===== src/rtl/iob_ram_2p_clr.sv =====
// Two-port (one write, one read) RAM with byte strobes and a hardware clear pass.
// After reset, or on a clr request, a counter walks every address writing zero;
// busy is high for that whole pass and the array is closed to user traffic.

module iob_ram_2p_clr #(
    parameter int DATA_W = 32,
    parameter int ADDR_W = 4,
    parameter int RD_LAT = 1,
    parameter int BYPASS = 0
) (
    input  logic                clk,
    input  logic                rst,
    input  logic                clr,
    output logic                busy,
    input  logic                w_en,
    input  logic [DATA_W/8-1:0] w_strb,
    input  logic [ADDR_W-1:0]   w_addr,
    input  logic [DATA_W-1:0]   w_data,
    input  logic                r_en,
    input  logic [ADDR_W-1:0]   r_addr,
    output logic [DATA_W-1:0]   r_data,
    output logic                r_valid
);

    localparam int DEPTH = 2 ** ADDR_W;
    localparam int STRB_W = DATA_W / 8;
    localparam logic [ADDR_W:0] LAST = (ADDR_W + 1)'(DEPTH - 1);

    typedef enum logic {
        CLEAR,
        READY
    } state_t;

    state_t state;
    logic [ADDR_W:0] cnt;
    logic [DATA_W-1:0] mem [DEPTH];
    logic [DATA_W-1:0] rd_word;

    logic accept;
    logic clr_we;
    logic wr_fire;
    logic rd_fire;

    // User traffic is only honoured in READY, and a clr in the same cycle
    // swallows whatever write or read was presented alongside it.
    assign accept  = (state == READY) && !rst;
    assign wr_fire = accept && !clr && w_en;
    assign rd_fire = accept && !clr && r_en;
    assign clr_we  = (state == CLEAR) && !rst;
    assign busy    = (state == CLEAR);

    // Clear sequencer: walk the counter through every address, then open the array.
    always_ff @(posedge clk) begin
        if (rst) begin
            state <= CLEAR;
            cnt   <= '0;
        end else begin
            case (state)
                CLEAR: begin
                    cnt <= cnt + (ADDR_W + 1)'(1);
                    if (cnt == LAST) begin
                        state <= READY;
                    end
                end
                READY: begin
                    if (clr) begin
                        cnt   <= '0;
                        state <= CLEAR;
                    end
                end
                default: begin
                    state <= CLEAR;
                    cnt   <= '0;
                end
            endcase
        end
    end

    // Storage array: the clear pass owns the write port while it runs,
    // otherwise only strobed byte lanes of a user write are updated.
    always_ff @(posedge clk) begin
        if (clr_we) begin
            mem[cnt[ADDR_W-1:0]] <= '0;
        end else if (wr_fire) begin
            for (int b = 0; b < STRB_W; b++) begin
                if (w_strb[b]) begin
                    mem[w_addr][8*b +: 8] <= w_data[8*b +: 8];
                end
            end
        end
    end

    // Read word selection: with bypass on, a colliding write's strobed lanes
    // are forwarded so the reader sees the post-write word.
    always_comb begin
        rd_word = mem[r_addr];
        if ((BYPASS != 0) && w_en && (w_addr == r_addr)) begin
            for (int b = 0; b < STRB_W; b++) begin
                if (w_strb[b]) begin
                    rd_word[8*b +: 8] = w_data[8*b +: 8];
                end
            end
        end
    end

    generate
        if (RD_LAT == 2) begin : g_lat2
            logic [DATA_W-1:0] p_data;
            logic              p_valid;

            // First read stage: capture the selected word when a read fires.
            always_ff @(posedge clk) begin
                if (rst) begin
                    p_valid <= 1'b0;
                    p_data  <= '0;
                end else begin
                    p_valid <= rd_fire;
                    if (rd_fire) begin
                        p_data <= rd_word;
                    end
                end
            end

            // Output stage: reads already captured drain even once a clear has begun.
            always_ff @(posedge clk) begin
                if (rst) begin
                    r_valid <= 1'b0;
                    r_data  <= '0;
                end else begin
                    r_valid <= p_valid;
                    if (p_valid) begin
                        r_data <= p_data;
                    end
                end
            end
        end else begin : g_lat1
            // Single-stage read: data register updates only when a read fires.
            always_ff @(posedge clk) begin
                if (rst) begin
                    r_valid <= 1'b0;
                    r_data  <= '0;
                end else begin
                    r_valid <= rd_fire;
                    if (rd_fire) begin
                        r_data <= rd_word;
                    end
                end
            end
        end
    endgenerate

endmodule


===== config.mk =====
export PLATFORM = sky130hd
export DESIGN_NAME = iob_ram_2p_clr
export DESIGN_NICKNAME = d
export VERILOG_FILES = /design/src/rtl/iob_ram_2p_clr.sv
export SDC_FILE = /design/constraint.sdc
export NUM_CORES = 1
export LEC_CHECK = 0
export BUFFER_PORTS_ARGS = -buffer_cell sky130_fd_sc_hd__clkbuf_2
export CAP_MARGIN = 20
export CORE_UTILIZATION = 30
export CTS_CLUSTER_DIAMETER = 80
export DETAILED_ROUTE_END_ITERATION = 7
export PLACE_DENSITY = 0.52
export SLEW_MARGIN = 20
export SYNTH_ARGS = -nofsm -noshare
export SYNTH_HDL_FRONTEND = slang
export SYNTH_SLANG_ARGS = --single-unit

===== constraint.sdc =====
create_clock -name clk -period 2.5 [get_ports clk]
set_clock_uncertainty 0.05 [all_clocks]
set_input_delay 0.375 -clock clk [delete_from_list [all_inputs] [get_ports clk]]
set_output_delay 0.375 -clock clk [all_outputs]
set_load 0.05 [all_outputs]

# Word level (Yosys, flattened, before mapping)
# Memories as Yosys holds them, arrays and structs flattened. A register that Yosys moved wholly into a read port is not among the register bits.
# Index checks and enable logic that the tools add are counted.
# Widths: inputs -> output; s select.
[word_totals] out_inout_bits=34 wordCells=42 ramBits=512 register_bits=7 inputBits=49 mem_count=1
[mem_list] name="mem" words=16 word_bits=32 read_ports=1 rd_ports_with_merged_regs=1 wr=1 line="36" text="logic [DATA_W-1:0] mem [DEPTH];"
[op_classes] n_addsub=1 mux=26 bitwise=1 reduce_logical=8 n_eq_ne=2
[op_table] cell="$mux 32" n=1
[op_table] cell="$reduce_or 32->1" n=1
[op_table] cell="$mux 1" n=20
[op_table] cell="$pmux 5 s2" n=1
[op_table] cell="$mux 4" n=2
[op_table] cell="$add 5x1->5 const B" n=1
[op_table] cell="$eq 5x4->1 const B" n=1
[op_table] cell="$logic_and 1x1->1" n=5
[op_table] cell="$mux 5" n=1
[op_table] cell="$logic_not 1->1" n=2
[op_table] cell="$ne 2x2->1 const B" n=1
[op_table] cell="$pmux 1 s2" n=1
[op_table] cell="$not 1->1" n=1

# Depth between registers and ports, before layout
[logic_depth] depth_word=9 ltp_mapped=7 mapped_depth_nobuf=5

# Least setup slack after synthesis
# Ideal clock, no wire load.
[synth_path] kind="register -> register" from="register state" to="memory mem[12][24] (enable)" setup_time_ns=0.383 period_less_slack_ns=2.621 path_buffers=1 stages_incl_launch_ff=6 required_time_ns=2.067 path_slack_ns=-0.121 arrival_ns=2.187 path_cell_list="dfxtp_1 -> inv_2 -> nor4b_4 -> mux2_2 -> buf_2 -> nor3_1"
[synth_between] word_cells_on_any_way=22 classes_between="mux: 16; bitwise: 1; reduce/logical: 5"
[synth_lines] item="from (decl)" line="34" text="state_t state;"
[synth_lines] item="from (signal assigned)" line="55" text="state <= CLEAR;"
[synth_lines] item="from (signal assigned)" line="62" text="state <= READY;"
[synth_lines] item="from (signal assigned)" line="68" text="state <= CLEAR;"
[synth_lines] item="$not 1->1 *"
[synth_lines] item="via busy" line="14" text="output logic busy,"
[synth_lines] item="$logic_and 1x1->1 *" line="49" text="assign clr_we = (state == CLEAR) && !rst;"
[synth_lines] item="$mux 1" line="82" text="if (clr_we) begin"
[synth_lines] item="$mux 1 (implied by the code)" line="87" text="mem[w_addr][8*b +: 8] <= w_data[8*b +: 8];"
[synth_lines] item="$reduce_or 32->1 (no source line)"
[synth_lines] item="$mux 4 (no source line)"
[synth_lines] item="to (decl)" line="36"
# Mark *: on every way through the listed nets, which the timed path passes. The rest lies on a longest branch.

# Worst setup path after layout
[layout_path] from="register state" to="memory mem[15][10] (enable)"
[layout_between] elab_chain_cells=8 word_cells_on_any_way=22 classes_between="mux: 16; bitwise: 1; reduce/logical: 5"
[layout_rtl] item="$logic_and 1x1->1" line="46" text="assign accept = (state == READY) && !rst;"
[layout_rtl] item="$logic_and 1x1->1 (2 in series)" line="47" text="assign wr_fire = accept && !clr && w_en;"
[layout_rtl] item="$mux 1" line="84" text="end else if (wr_fire) begin"
[layout_rtl] item="$mux 1" line="82"
[layout_rtl] item="$mux 1 (implied by the code)" line="87"
[layout_rtl] item="$reduce_or 32->1 (no source line)"
[layout_rtl] item="$mux 4 (no source line)"
# Parallel ways exist; a longest one is shown, timed or not.

==> results.ini <==
[sta]
max_freq_mhz=420
fin_ws_ps=120
hold_viol_final=0
rsz0062_at_grt=no
fin_crit_sh=0.952
fin_crit_ps=2380
setup_tns_ps=0
slew_violations=0
setup_viol=0
max_slew_margin=0.431
whs_ps=163
tightest_slew_ps=849

[logic_synthesis]
avgSynthCellArea_um2=20.3
async_flop_share=0
ys_seq_area_frac=0.748
synth.most_common_cell=edfxtp_1
synth.top_cells.by_area=edfxtp_1 (71%), mux4_2 (12%), dfxtp_1 (3.6%), mux2i_1 (1.9%), mux2_2 (1.3%)
synth_nets=1116
ys_seq_elements=551
netlist_top_cells_count=edfxtp_1 (512), mux4_2 (119), mux2i_1 (42), nor3_1 (42), dfxtp_1 (39)
synth_cells=1065
synth_area_um2=21600
synth_top_area_frac=0.712
synth_warnings=0
synth_cell_types=40
synthFlopType=edfxtp_1
yosysTopAreaCell=edfxtp_1
synth_enable_flop_cells=512

[setup_path]
crit_path_end_kind=register
start_kind=register
ff2ff_setup_slack_ps=120
cp-endpoint=mem[15][10]
path_class=reg2reg
cp_max_fo=16
crit_path_start=state
reg2reg_depth=8
r2r-end=mem[15][10]
crit_required_ps=2750
worstPathArrival_ps=2630
r2r_start=state

[job]
maxCapViolCount=0

[floorplan]
die_w_um=270
start_util=0.303
std_cell_rows=98
die_y_um=270
die_area_um2=73100
io_pins=83
core_um2=71400

[detailed_routing]
vias=10900
avgRoutedWirePerCell_um=23.0
drc=0
ant_nets=0
drt_wl_total_mm=52.5
viasPerCell=4.77
drt_iter0_drc=695
firstDrtPassIters=5

[placement]
place_area_um2=24400
pre_cts_ws_ps=-147
place_congestion=0.756
io_buffers=82
dp_hpwl_mm=35.0

[clock_tree]
cts-hold-fix-buffers=0
cts_resized=0
clk_latency_ps=590
cts_tree=done
clockBufferDepth=3
clk_pin_slew_ps=60
clock-sinks=551
htree_num_levels=2
cts_root_buf=clkbuf_16
postCtsSetupBuffers=0
cts_made_buffers=56

[global_routing]
grt_pass1_vias=11400
grt_max_degree=46
grt.overflow.total=0
grt_usage=0.144
grt_pass1_wl_mm=76.7
antenna_found_initial=6

[layout]
area_growth_pct=21.7
num_antenna_cells=0
fin_nets=1337
layout-drive-gt1-share=0.371
final_area_um2=26300

[pwr]
peakVddDrop_mv=0.519
powerDensity_nw_per_um2=734
p_leak_uw=0.00957

[hold_path]
worstHoldStart=clr
hp-class=in2reg

[status]
status=complete, no violations

[registers in the layout, summed over array words and instances (netlist names)]
name and count:
mem 512, r_data 32, cnt 5, r_valid 1
state 1
[worst min path at each step]
stage | to | slack, ps | cells past startpoint
2_1_floorplan | cnt[3] | 440 | 2
3_3_place_gp | r_data[24] | 430 | 2
3_5_place_dp | r_data[24] | 430 | 2
4_1_cts | cnt[4] | 120 | 4
5_1_grt | cnt[4] | 160 | 4
6_report | cnt[4] | 160 | 4
[cells in the final DEF, fill, tap and decap left out, drive strengths merged, types with 4 or more instances in the layout]
| cell | instances |
|---|---|
| o211ai | 9 |
| mux2 | 25 |
| a21o | 4 |
| nand3 | 9 |
| buf | 150 |
| a211o | 9 |
| a22oi | 23 |
| mux4 | 119 |
| mux2i | 47 |
| nor3 | 64 |
| clkinv | 15 |
| dfxtp | 39 |
| nor2 | 11 |
| nor2b | 20 |
| o2111ai | 9 |
| and2 | 33 |
| a21oi | 6 |
| edfxtp | 512 |
| o21ai | 25 |
| nand2 | 20 |
| bufinv | 6 |
| clkbuf | 160 |
[metrics by stage]
stage          power [uW]  std cells  utilization
2_1_floorplan       10700       1065            -
3_3_place_gp        11100       2177        0.342
3_5_place_dp        11100       2178        0.342
4_1_cts             19500       2280        0.368
5_1_grt             19800       2280        0.368
6_report            19300       2280        0.368
[report_power, final]
part / internal, uW / leakage [uW] / switching, uW
Sequential: 10000 / 0.00585 / 23.5
Combinational: 401 / 0.00281 / 462
Clock: 5020 / 0.000910 / 3350
[layout make-up]
class                      count  area [um2]
clock buffer                  80        1590
clock inverter                22         256
fill                        6623       45100
inverter                       2        7.51
multi-input combinational    445        5130
sequential                   551       16200
tap                          950        1190
timing repair buffer         230        1950
[kinds of logic after synthesis]
group | count (synthesis) | synth area share
AOI/OAI and AO/OA | 87 | 0.0277
and+or+nand+nor | 165 | 0.0466
adders and majority gates | 2 | 0.00116
DFF | 551 | 0.748
muxes | 191 | 0.160
buffers and inverters | 69 | 0.0161
[critical path, stage by stage, from the launching register on]
cell     delay [ps]
dfxtp_1         350
inv_2            70
nor4b_4         310
buf_12          180
buf_4           150
mux2_2          360
buf_12          170
nor3_1          190
buf_4           230
[routing by layer]
metal  part of all wire  track usage  vias up  wire (um)
met2               0.47        0.230      236      24900
met4              0.025       0.0449        8       1300
met1               0.45        0.198     5723      23900
met3              0.045       0.0251       80       2350
li1                   -            -     4834          -
met5            0.00076            0        -         40
(Power assumes the default switching activity.)
